[src/rtl/cpu_types_pkg.sv]
// rtl/cpu_types_pkg.sv - shared MIPS core types and the ID/EX latch record
package cpu_types_pkg;

  typedef logic [4:0]  regbits_t;
  typedef logic [31:0] word_t;

  typedef enum logic [5:0] {
    RTYPE = 6'b000000,
    BEQ   = 6'b000100,
    BNE   = 6'b000101,
    ADDIU = 6'b001001,
    ORI   = 6'b001101,
    LUI   = 6'b001111,
    LW    = 6'b100011,
    SW    = 6'b101011,
    HALT  = 6'b111111
  } opcode_t;

  typedef enum logic [5:0] {
    SLL  = 6'b000000,
    SRL  = 6'b000010,
    JR   = 6'b001000,
    ADDU = 6'b100001,
    SUBU = 6'b100011,
    AND  = 6'b100100,
    OR   = 6'b100101
  } funct_t;

  typedef struct packed {
    logic     valid;
    opcode_t  op;
    funct_t   funct;
    regbits_t rs;
    regbits_t rt;
    regbits_t wsel;
    logic     regwrite;
    logic     memread;
    logic     memwrite;
    logic     halt;
    word_t    imm;
    word_t    rdat1;
    word_t    rdat2;
    word_t    npc;
  } id_ex_t;

  // sll $0,$0,0 with no side effects; never matches a forwarding source
  localparam id_ex_t ID_EX_BUBBLE = '0;

endpackage

[src/rtl/sat_counter.sv]
// rtl/sat_counter.sv - up counter that sticks at its maximum value
module sat_counter #(
  parameter int W = 16
) (
  input  logic         CLK,
  input  logic         nRST,
  input  logic         en,
  output logic [W-1:0] count
);

  always_ff @(posedge CLK) begin
    if (!nRST)
      count <= '0;
    else if (en && (count != {W{1'b1}}))
      count <= count + 1'b1;
  end

endmodule

[src/rtl/id_ex_latch.sv]
// rtl/id_ex_latch.sv - ID/EX pipeline register with bubble insertion and stall control
module id_ex_latch
  import cpu_types_pkg::*;
#(
  parameter int CNT_W = 16
) (
  input  logic             CLK,
  input  logic             nRST,
  input  logic             ihit,
  input  logic             dmem_busy,
  input  logic             flush_ls,
  input  logic             flush_br,
  input  logic             id_valid,
  input  opcode_t          id_op,
  input  funct_t           id_funct,
  input  regbits_t         id_rs,
  input  regbits_t         id_rt,
  input  regbits_t         id_wsel,
  input  logic             id_regwrite,
  input  logic             id_memread,
  input  logic             id_memwrite,
  input  logic             id_halt,
  input  word_t            id_imm,
  input  word_t            id_rdat1,
  input  word_t            id_rdat2,
  input  word_t            id_npc,
  output logic             ex_valid,
  output opcode_t          ex_op,
  output funct_t           ex_funct,
  output regbits_t         ex_rs,
  output regbits_t         ex_rt,
  output regbits_t         ex_wsel,
  output logic             ex_regwrite,
  output logic             ex_memread,
  output logic             ex_memwrite,
  output logic             ex_halt,
  output word_t            ex_imm,
  output word_t            ex_rdat1,
  output word_t            ex_rdat2,
  output word_t            ex_npc,
  output logic             id_stall,
  output logic [CNT_W-1:0] ls_bubbles,
  output logic [CNT_W-1:0] br_flushes
);

  id_ex_t r, r_next;
  logic   br_inc, ls_inc;

  // A branch squashes ID outright, so only a lone load-use bubble freezes IF/ID
  assign id_stall = dmem_busy | (flush_ls & ~flush_br);

  always_comb begin
    r_next = r;
    br_inc = 1'b0;
    ls_inc = 1'b0;
    if (dmem_busy) begin
      r_next = r;
    end else if (flush_br) begin
      r_next = ID_EX_BUBBLE;
      br_inc = 1'b1;
    end else if (flush_ls) begin
      r_next = ID_EX_BUBBLE;
      ls_inc = 1'b1;
    end else if (!ihit) begin
      r_next = ID_EX_BUBBLE;
    end else begin
      r_next.valid    = id_valid;
      r_next.op       = id_op;
      r_next.funct    = id_funct;
      r_next.rs       = id_rs;
      r_next.rt       = id_rt;
      r_next.wsel     = id_wsel;
      r_next.regwrite = id_regwrite;
      r_next.memread  = id_memread;
      r_next.memwrite = id_memwrite;
      r_next.halt     = id_halt;
      r_next.imm      = id_imm;
      r_next.rdat1    = id_rdat1;
      r_next.rdat2    = id_rdat2;
      r_next.npc      = id_npc;
    end
  end

  always_ff @(posedge CLK) begin
    if (!nRST)
      r <= ID_EX_BUBBLE;
    else
      r <= r_next;
  end

  assign ex_valid    = r.valid;
  assign ex_op       = r.op;
  assign ex_funct    = r.funct;
  assign ex_rs       = r.rs;
  assign ex_rt       = r.rt;
  assign ex_wsel     = r.wsel;
  assign ex_regwrite = r.regwrite;
  assign ex_memread  = r.memread;
  assign ex_memwrite = r.memwrite;
  assign ex_halt     = r.halt;
  assign ex_imm      = r.imm;
  assign ex_rdat1    = r.rdat1;
  assign ex_rdat2    = r.rdat2;
  assign ex_npc      = r.npc;

  sat_counter #(.W(CNT_W)) u_ls_cnt (
    .CLK   (CLK),
    .nRST  (nRST),
    .en    (ls_inc),
    .count (ls_bubbles)
  );

  sat_counter #(.W(CNT_W)) u_br_cnt (
    .CLK   (CLK),
    .nRST  (nRST),
    .en    (br_inc),
    .count (br_flushes)
  );

endmodule
[config.mk]
export PLATFORM = sky130hd
export DESIGN_NAME = id_ex_latch
export DESIGN_NICKNAME = d
export VERILOG_FILES = /design/src/rtl/cpu_types_pkg.sv /design/src/rtl/sat_counter.sv /design/src/rtl/id_ex_latch.sv
export SDC_FILE = /design/constraint.sdc
export NUM_CORES = 1
export LEC_CHECK = 0
export ABC_CLOCK_PERIOD_IN_PS = 4600
export CAP_MARGIN = 10
export CORE_AREA = 2 2 139 141
export CTS_BUF_LIST = sky130_fd_sc_hd__clkbuf_8 sky130_fd_sc_hd__clkbuf_16
export CTS_CLUSTER_SIZE = 16
export DETAILED_ROUTE_END_ITERATION = 10
export DIE_AREA = 0 0 141 143
export GPL_TIMING_DRIVEN = 0
export PLACE_DENSITY = 0.88
export SYNTH_ARGS = -nofsm -noshare
export SYNTH_HDL_FRONTEND = slang
export SYNTH_SLANG_ARGS = --single-unit
[constraint.sdc]
create_clock -name CLK -period 4.6 [get_ports CLK]
set_clock_uncertainty 0.1 [all_clocks]
set_input_delay 0.92 -clock CLK [delete_from_list [all_inputs] [get_ports CLK]]
set_output_delay 0.92 -clock CLK [all_outputs]
set_load 0.02 [all_outputs]
# Word-level counts from Yosys, hierarchy flattened
# Index checks and enable logic that the tools add are counted.
# totals
reg_bits	192
input_bits	166
out_inout_bits	193
# classes
addsub	2
n_eq_ne	2
n_reduce_logical	2
bitwise_logic	3
muxes	8
# ops
op	count
two-way mux 160 bit	3
adder 16 x 1 -> 16 bit, second input constant	2
!= test 16 bit, second input constant	2
two-way mux 1 bit	5
logical AND 1 bit	2
bitwise AND 1 bit	1
inverter 1 bit	1
bitwise OR 1 bit	1

# Longest topological paths before layout
# Gate-level depths: netlist (run 1).
# logic_depth
ltp_word	4
mapped_depth	6

# Modules after synthesis
# A second synthesis (run 1) with hierarchy kept.
# unflattened
hier_cells	771
area_unflattened_um2	8008.9
# modules_own_cells
module	seq_area_each_um2	area_each_um2	n_inst	cells_per_inst
id_ex_latch	3203.1	6334.8	1	577
sat_counter	320.3	837.1	2	97

# Worst setup path after synthesis (run 1)
# Ideal clock, no wire load.
# synth_timing
kind	input port to output port
start	input port dmem_busy
end	output port id_stall
required_ns	3.580
arrival_time_ns	1.650
path_stages	3
setup_slack_ns	1.930
n_path_buf	2
path_cell_list	clkbuf_1 clkbuf_1 a21o_1
# synth_via
elab_chain_len	1
# synth_lines
element	line	text
start: declaration	id_ex_latch.sv:10	input logic dmem_busy,
bitwise OR 1 bit	id_ex_latch.sv:50	assign id_stall = dmem_busy | (flush_ls & ~flush_br);
end: declaration	id_ex_latch.sv:41	output logic id_stall,
# Every way passes these cells.

# Worst setup path after layout (run 1)
# Ends and elaborated chain as after synthesis.

==> summary.md, run 1 <==
| Metric | Value |
|---|---|
| Final hold violation count | 0 |
| Top cell type by total area after synthesis | sky130_fd_sc_hd__dfxtp_1 |
| Detailed-route wire length per cell | 18.46 um |
| Routability-driven placement congestion ratio | around 0.93 |
| # rows | 50 |
| Most crowded layer after global routing | met2 |
| Share of flip-flops with an asynchronous set or reset after synthesis | 0% |
| Avg Inst Size Synth | 9.386 um^2 |
| Number of hold-repair buffers added at the cts stage | 0 |
| Number of global-route vias before repair | 7,155 |
| Floorplan Core Area | 18,580 um^2 |
| RSZ-0062 raised after global routing | no |
| Filler cell count in the final layout | between 1k and 1.5k |
| # clock sinks | 192 |
| ANT cells | 0 |
| Critical path launch point | dmem_busy |
| Critical path data arrival time | about 3200 ps |
| Switching Share | 24.27% |
| Post-CTS repair timing setup buffer count | 0 |
| TritonCTS clock tree | done |
| Dpl hpwl | 19,210 um |
| Combinational Power Share | 9.9% |
| Count of maximum capacitance violations | 0 |
| Sequential Power Share | 47.5% |
| CP endpoint kind | output pin |
| Sum of internal, switching and leakage power | 3.573 mW |
| Number of nets with antenna violations after routing | 0 |
| Number of buffers created by CTS | 17 |
| Later-pin clock latency in the skew report | 430 ps |
| Cell at the root of the clock tree | sky130_fd_sc_hd__clkbuf_16 |
| Most common flop cell mapped by yosys | sky130_fd_sc_hd__dfxtp_1 |
| Number of nets in the layout | ~1.3k |
| Clock transition at the registers of the reported paths | 70 ps |
| Final Setup Violations | 0 |
| Worst min-delay path category | reg2reg |
| Vias after detailed routing | 7,371 |
| Pin count of the biggest net entering global routing | 18 |
| Top-level port count | roughly 360 |
| Fraction of final layout cells with drive strength greater than 1 | 4.317% |
| Share of synthesized area occupied by flip-flops and latches | 54.90% |
| Final cycle utilization of the critical path | between 90% and 100% |
| Buffer depth of the longest clock path | 2 |
| Actual transition at the worst max-transition pin | 1020 ps |
| Synth area leaders | sky130_fd_sc_hd__dfxtp_1 (55%), sky130_fd_sc_hd__a22oi_1 (17%), sky130_fd_sc_hd__nor2_1 (8.9%) |
| Synth-to-Final Area Change | 63.83% |
| Distinct cell type count after synthesis | 40 |
| Global-route congestion overflow total | 0 |
| Die outline height | approximately 140 um |
| Die X | 141 um |
| GRT met1 Usage | just under 30% |
| Post-Synthesis Cell Area | 7002 um^2 |
| Global routing met2 resource utilization | 39.82% |
| Post-detailed-routing wire length | 25,280 um |
| Clock H-tree levels | 4 |
| Number of remaining DRC errors | 0 |
| Switching power summed over all nets | 0.8675 mW |
| Global-route wire length before repair | 37,830 um |
| PwrDens | 311.5 nW/um^2 |
| Fraction of synthesized cell area taken by the top area cell type | 54.90% |
| Initial Util | a little under two fifths |
| Total of flip-flops plus latches after synthesis | around 190 |
| Critical path data required time | 3580 ps |
| Clock power frac | 42.6% |
| Number of antenna violations at the first check in global routing | 0 |
| Syn nets | a little over 900 |
| Leakage power total | 3.972 nW |
| Max Fanout on Critical Path | 10 |
| Floorplan die area | 20,160 um^2 |
| Final critical-path required period | approximately 4300 ps |
| Max_slew headroom | 31.82% |
| Int Pwr | 2.706 mW |
| CP Launch Type | primary input |
| Hold Crit Start | u_br_cnt.count[15]$_SDFFE_PN0P_ |
| Post-Route Setup TNS | 0 ps |
| Outcome | finished clean |
| Total global-route track usage | 24.08% |
| Number of DRC markers in iteration 0 | 491 |
| Cells after Synth | 746 |
| Iteration count of the initial detailed-routing pass | 7 |
| Number of vias per cell | 5.384 |
| Critical path class | in2out |
| I/O Buffers | 358 |
| IR drop worst, VDD | 247.4 uV |
| Number of enable-type register cells in the synthesized netlist | 0 |
| Post-cts gate resize count | 0 |
| Total count of max-transition violations in the final report | 0 |
| Achievable Freq | 0.2350 GHz |
| Count of synthesis-stage warnings from yosys | 0 |
| Met3 layer usage reported by global route | 6.908% |
| Beginning of the worst register-to-register path | u_ls_cnt.count[0]$_SDFFE_PN0P_ |
-- power groups by stage --
stage	registers (mW)	clock network, mW	logic [mW]
after floorplan	1.76	0	0.0928
after global placement	1.73	0	0.345
after detailed placement	1.73	0	0.351
after CTS	1.70	1.55	0.353
after global routing	1.70	1.61	0.377
final	1.70	1.52	0.354
-- area by class of cell --
type                            count  area [um^2]  share of cell area (%)
Clock buffer                       18        439.2                   3.829
Inverter                            6        22.52                  0.1963
Multi-Input combinational cell    487         2890                   25.20
Timing Repair Buffer              358         3583                   31.24
Tap cell                          234        292.8                   2.552
Sequential cell                   192         3844                   33.51
Clock inverter                     13        153.9                   1.342
Buffer                             61        245.2                   2.138
-- cells in the mapped netlist (all sizes together) (3+ instances only) --
library cell / number
a211oi: 4
a21oi: 17
a22oi: 160
a31oi: 5
buf: 13
clkbuf: 48
dfxtp: 192
inv: 6
mux2i: 17
nand2: 33
nand2b: 14
nand3: 10
nand4: 8
nor2: 166
nor3: 4
nor4: 6
o21ai: 4
o31ai: 7
or2: 3
or4: 8
-- critical path: stages --
cell	delay (ps)
sky130_fd_sc_hd__clkdlybuf4s50_1	560
sky130_fd_sc_hd__clkbuf_1	530
sky130_fd_sc_hd__clkbuf_1	490
sky130_fd_sc_hd__a21o_1	140
sky130_fd_sc_hd__clkdlybuf4s50_1	590
-- through the flow --
| stage | hold slack, ps | instance area [um^2] | setup WS [ps] | util [%] | instances |
|---|---|---|---|---|---|
| after floorplan | 452.5 | 7002 | 1930 | - | 746 |
| after global placement | 373.6 | 10880 | 320.6 | 58.55 | 1338 |
| after detailed placement | 386.6 | 10880 | 297.6 | 58.55 | 1338 |
| after CTS | 396.3 | 11470 | 301.4 | 61.74 | 1369 |
| after global routing | 420.0 | 11470 | 189.7 | 61.74 | 1369 |
| final | 395.7 | 11470 | 345.2 | 61.74 | 1369 |
-- cells by family (layout without fill, tap and decap cells) --
| group | Yosys count | count (layout) | share of synthesized area [%] |
|---|---|---|---|
| mux | 17 | 17 | 2.430 |
| compound gates | 201 | 201 | 21.03 |
| flops | 192 | 192 | 54.90 |
| fa+ha+maj | 2 | 2 | 0.3573 |
| buf+inv | 67 | 456 | 3.824 |
| simple gates | 267 | 267 | 17.46 |
-- path summary, 6_finish.rpt --
kind,endpoint,cells after the start,slack [ps]
hold / removal,u_br_cnt.count[15]$_SDFFE_PN0P_,2,400
hold reg to reg,u_br_cnt.count[15]$_SDFFE_PN0P_,2,400
setup / recovery,id_stall,5,350
setup reg to reg,u_ls_cnt.count[1]$_SDFFE_PN0P_,6,2530
-- per-layer routing --
layer	up-vias	routed length (um)
met4	0	964
li1	3452	-
met3	82	1741
met2	316	12320
met5	-	0
met1	3521	10250
-- sequential cells by signal, indices dropped and copies added (netlist names) --
register / flops
ex_npc: 32
ex_op: 6
ex_memread: 1
ex_memwrite: 1
ex_rs: 5
ex_wsel: 5
ex_regwrite: 1
ex_funct: 6
ex_imm: 32
u_br_cnt.count: 16
u_ls_cnt.count: 16
ex_rt: 5
ex_halt: 1
ex_rdat1: 32
ex_rdat2: 32
ex_valid: 1
-- placed cells by master (no fill, tap or decap), types with 2 or more instances in the layout --
master,synthesis,layout
sky130_fd_sc_hd__bufinv_16,0,2
sky130_fd_sc_hd__a22oi_1,160,160
sky130_fd_sc_hd__nor4_1,5,5
sky130_fd_sc_hd__nand2b_1,14,14
sky130_fd_sc_hd__inv_1,6,7
sky130_fd_sc_hd__a31oi_1,5,5
sky130_fd_sc_hd__and3_1,2,2
sky130_fd_sc_hd__inv_8,0,4
sky130_fd_sc_hd__nand2_1,33,33
sky130_fd_sc_hd__o21ai_0,4,4
sky130_fd_sc_hd__a21oi_1,17,17
sky130_fd_sc_hd__or2_1,2,2
sky130_fd_sc_hd__nor2b_1,2,2
sky130_fd_sc_hd__clkdlybuf4s50_1,0,358
sky130_fd_sc_hd__mux2i_1,17,17
sky130_fd_sc_hd__or4b_1,2,2
sky130_fd_sc_hd__clkbuf_1,48,48
sky130_fd_sc_hd__or4_1,8,8
sky130_fd_sc_hd__clkinvlp_4,0,3
sky130_fd_sc_hd__nor3_1,4,4
sky130_fd_sc_hd__dfxtp_1,192,192
sky130_fd_sc_hd__o41ai_1,2,2
sky130_fd_sc_hd__buf_2,13,13
sky130_fd_sc_hd__a211oi_1,4,4
sky130_fd_sc_hd__nor2_1,166,166
sky130_fd_sc_hd__nand4_1,8,8
sky130_fd_sc_hd__clkbuf_16,0,17
sky130_fd_sc_hd__nand3_1,8,8
sky130_fd_sc_hd__o31ai_1,7,7
sky130_fd_sc_hd__inv_6,0,2
sky130_fd_sc_hd__ha_1,2,2
Power figures use the tool's default switching activity.
==> inputs of run 2 (changes only) <==
RECOVER_POWER = 100   (was default)
==> run 2 against run 1 <==
Die area unchanged. Utilization down 0.24 points. First-iteration DRC count down 6.3%. Clock power about the same. Sequential cell count unchanged. The flow now finishes with violations (capacitance limit, slew limit). Maximum frequency down 0.72%. Critical endpoint unchanged. Cell count unchanged.
==> summary.md, run 2 (synthesis gave the netlist of run 1 again) <==
| Metric | Value |
|---|---|
| ANT cells | 0 (unchanged) |
| Critical path data required time | 3580 ps (about the same) |
| Worst min-delay path category | reg2reg |
| Clock H-tree levels | 4 (unchanged) |
| Later-pin clock latency in the skew report | 430 ps (about the same) |
| Max_slew headroom | -18.90% (-51 points) |
| Detailed-route wire length per cell | 18.42 um (-0.25%) |
| Critical path data arrival time | 3270 ps (+40 ps) |
| Top-level port count | 359 (unchanged) |
| RSZ-0062 raised after global routing | no |
| Floorplan die area | 20,160 um^2 (unchanged) |
| Achievable Freq | 0.2333 GHz (-0.72%) |
| CP Launch Type | primary input |
| Number of antenna violations at the first check in global routing | 0 (unchanged) |
| Total global-route track usage | 24.08% (unchanged) |
| Number of global-route vias before repair | 7,155 (unchanged) |
| Cell at the root of the clock tree | sky130_fd_sc_hd__clkbuf_16 |
| Actual transition at the worst max-transition pin | 1759 ps (+738.7 ps) |
| Max Fanout on Critical Path | 10 (unchanged) |
| Critical path's top delay family | buffers and inverters |
| Most frequent standard cell in the layout excluding fill and tap cells | sky130_fd_sc_hd__dlygate4sd3_1 |
| Final critical-path required period | 4285 ps (+30.71 ps) |
| Leakage power total | 4.594 nW (+16%) |
| Final cycle utilization of the critical path | 93.16% (+0.67 points) |
| Multi-input gate area | 2859 um^2 (-1.1%) |
| Post-detailed-routing wire length | 25,210 um (-0.25%) |
| Synth-to-Final Area Change | 63.21% |
| Critical path's slowest cell | sky130_fd_sc_hd__dlygate4sd3_1 |
| Global-route wire length before repair | 37,830 um (unchanged) |
| Number of buffers created by CTS | 17 (unchanged) |
| Die X | 141 um (unchanged) |
| Post-cts gate resize count | 0 (unchanged) |
| Buffer depth of the longest clock path | 2 (unchanged) |
| Stage delay of the slowest cell on the critical path | 620 ps (+30 ps) |
| Clock transition at the registers of the reported paths | 70 ps (about the same) |
| Routability-driven placement congestion ratio | 0.9266 (unchanged) |
| Number of vias per cell | 5.402 (+0.33%) |
| Number of hold-repair buffers added at the cts stage | 0 (unchanged) |
| IR drop worst, VDD | 249.6 uV (+0.90%) |
| I/O Buffers | 358 (unchanged) |
| Outcome | finished with violations |
| Sequence of cells on the critical path | dlygate4sd3_1, clkbuf_1, clkbuf_1, a21o_1, clkdlybuf4s50_1 |
| Filler cell count in the final layout | 1,503 (+0.80%) |
| Number of DRC markers in iteration 0 | 460 (-6.3%) |
| Sequential standard cell area | 3844 um^2 (unchanged) |
| Global-route congestion overflow total | 0 (unchanged) |
| Most used cells in the layout excluding fill and tap cells | sky130_fd_sc_hd__dlygate4sd3_1 (194), sky130_fd_sc_hd__dfxtp_1 (192), sky130_fd_sc_hd__nor2_1 (166) |
| Sum of internal, switching and leakage power | 3.564 mW (-0.26%) |
| Iteration count of the initial detailed-routing pass | 5 (-2) |
| Total count of max-transition violations in the final report | 8 (+8) |
| Initial Util | 37.68% (unchanged) |
| Floorplan Core Area | 18,580 um^2 (unchanged) |
| Post-Route Setup TNS | 0 ps (unchanged) |
| Number of remaining DRC errors | 0 (unchanged) |
| Count of maximum capacitance violations | 1 (+1) |
| Most used cell, CP | sky130_fd_sc_hd__clkbuf_1 |
| Pin count of the biggest net entering global routing | 18 (unchanged) |
| Die outline height | 143 um (unchanged) |
| Violations in the final reports | capacitance limit, slew limit |
| Number of nets in the layout | 1,291 (unchanged) |
| # rows | 50 (unchanged) |
| Final Setup Violations | 0 (unchanged) |
| Dpl hpwl | 19,210 um (unchanged) |
| Critical path class | in2out |
| Post-CTS repair timing setup buffer count | 0 (unchanged) |
| PwrDens | 311.9 nW/um^2 (+0.12%) |
| CP endpoint kind | output pin |
| Setup ws final | 314.5 ps (-30.71 ps) |
| # clock sinks | 192 (unchanged) |
| Fraction of final layout cells with drive strength greater than 1 | 3.172% (-1.1 points) |
| Worst slack at placement | 297.6 ps (unchanged) |
| Final hold violation count | 0 (unchanged) |
| Vias after detailed routing | 7,395 (+0.33%) |
| TritonCTS clock tree | done |
| Buffer and inverter count on the worst path | 4 (unchanged) |
| Number of nets with antenna violations after routing | 0 (unchanged) |
==> run 2: changes by cell type in the layout (fill, tap and decap cells not counted), moves of 10 or more <==
cell                              change
sky130_fd_sc_hd__clkdlybuf4s50_1    -194
sky130_fd_sc_hd__buf_2               -10
sky130_fd_sc_hd__clkbuf_1            +10
sky130_fd_sc_hd__dlygate4sd3_1      +194
==> run 2: routing by layer <==
layer | up-vias | GRT usage (%) | wire, um
met4 | 0 | 10.26 | 961
li1 | 3454 | - | -
met5 | - | 0 | 0
met2 | 323 | 39.82 | 12310
met1 | 3535 | 29.48 | 10100
met3 | 83 | 6.908 | 1846
==> run 2: worst reg2reg max path, delay by kind of cell, from the launching register on <==
kind	cells	cell delay [ps]
AOI/OAI and AO/OA	1	560
adders and majority gates	1	240
buffers and inverters	1	200
DFF	1	350
muxes	1	250
and+or+nand+nor	2	300
==> run 2: through the flow <==
step           hold slack [ps]  instance area [um^2]  utilization (%)  std cells
2_1_floorplan            452.5                  7002                -        746
4_1_cts                  396.3                 11470            61.74       1369
6_report                 392.8                 11430            61.50       1369
3_5_place_dp             386.6                 10880            58.55       1338
3_3_place_gp             373.6                 10880            58.55       1338
5_1_grt                  416.9                 11430            61.50       1369
==> run 2: layout make-up <==
type | count | area share [%]
clock buffers | 18 | 3.843
repair buffers | 358 | 31.36
inverters | 6 | 0.1971
well taps | 234 | 2.562
clock inverters | 13 | 1.347
multi-input cells | 487 | 25.02
plain buffers | 61 | 2.037
flip-flops and latches | 192 | 33.64
==> run 2: path summary, 6_finish.rpt <==
check / start / endpoint / slack, ps / cells after the start
worst max-delay path: dmem_busy / id_stall / 310 / 5
worst max register to register: u_ls_cnt.count[0]$_SDFFE_PN0P_ / u_ls_cnt.count[9]$_SDFFE_PN0P_ / 2530 / 6
worst min register to register: u_br_cnt.count[15]$_SDFFE_PN0P_ / u_br_cnt.count[15]$_SDFFE_PN0P_ / 390 / 2
worst min-delay path: u_br_cnt.count[15]$_SDFFE_PN0P_ / u_br_cnt.count[15]$_SDFFE_PN0P_ / 390 / 2
==> run 2: report_power, final <==
group	internal, mW	switching [mW]
Sequential	1.68	0.0123
Combinational	0.185	0.159
Clock	0.829	0.696
==> inputs of run 3 (changes only) <==
CTS_CLUSTER_SIZE = 24   (was 16)
SKIP_LAST_GASP = 1   (was default)
==> results of run 3 <==
Final layout, timing and power as in run 2 (identical DEF).
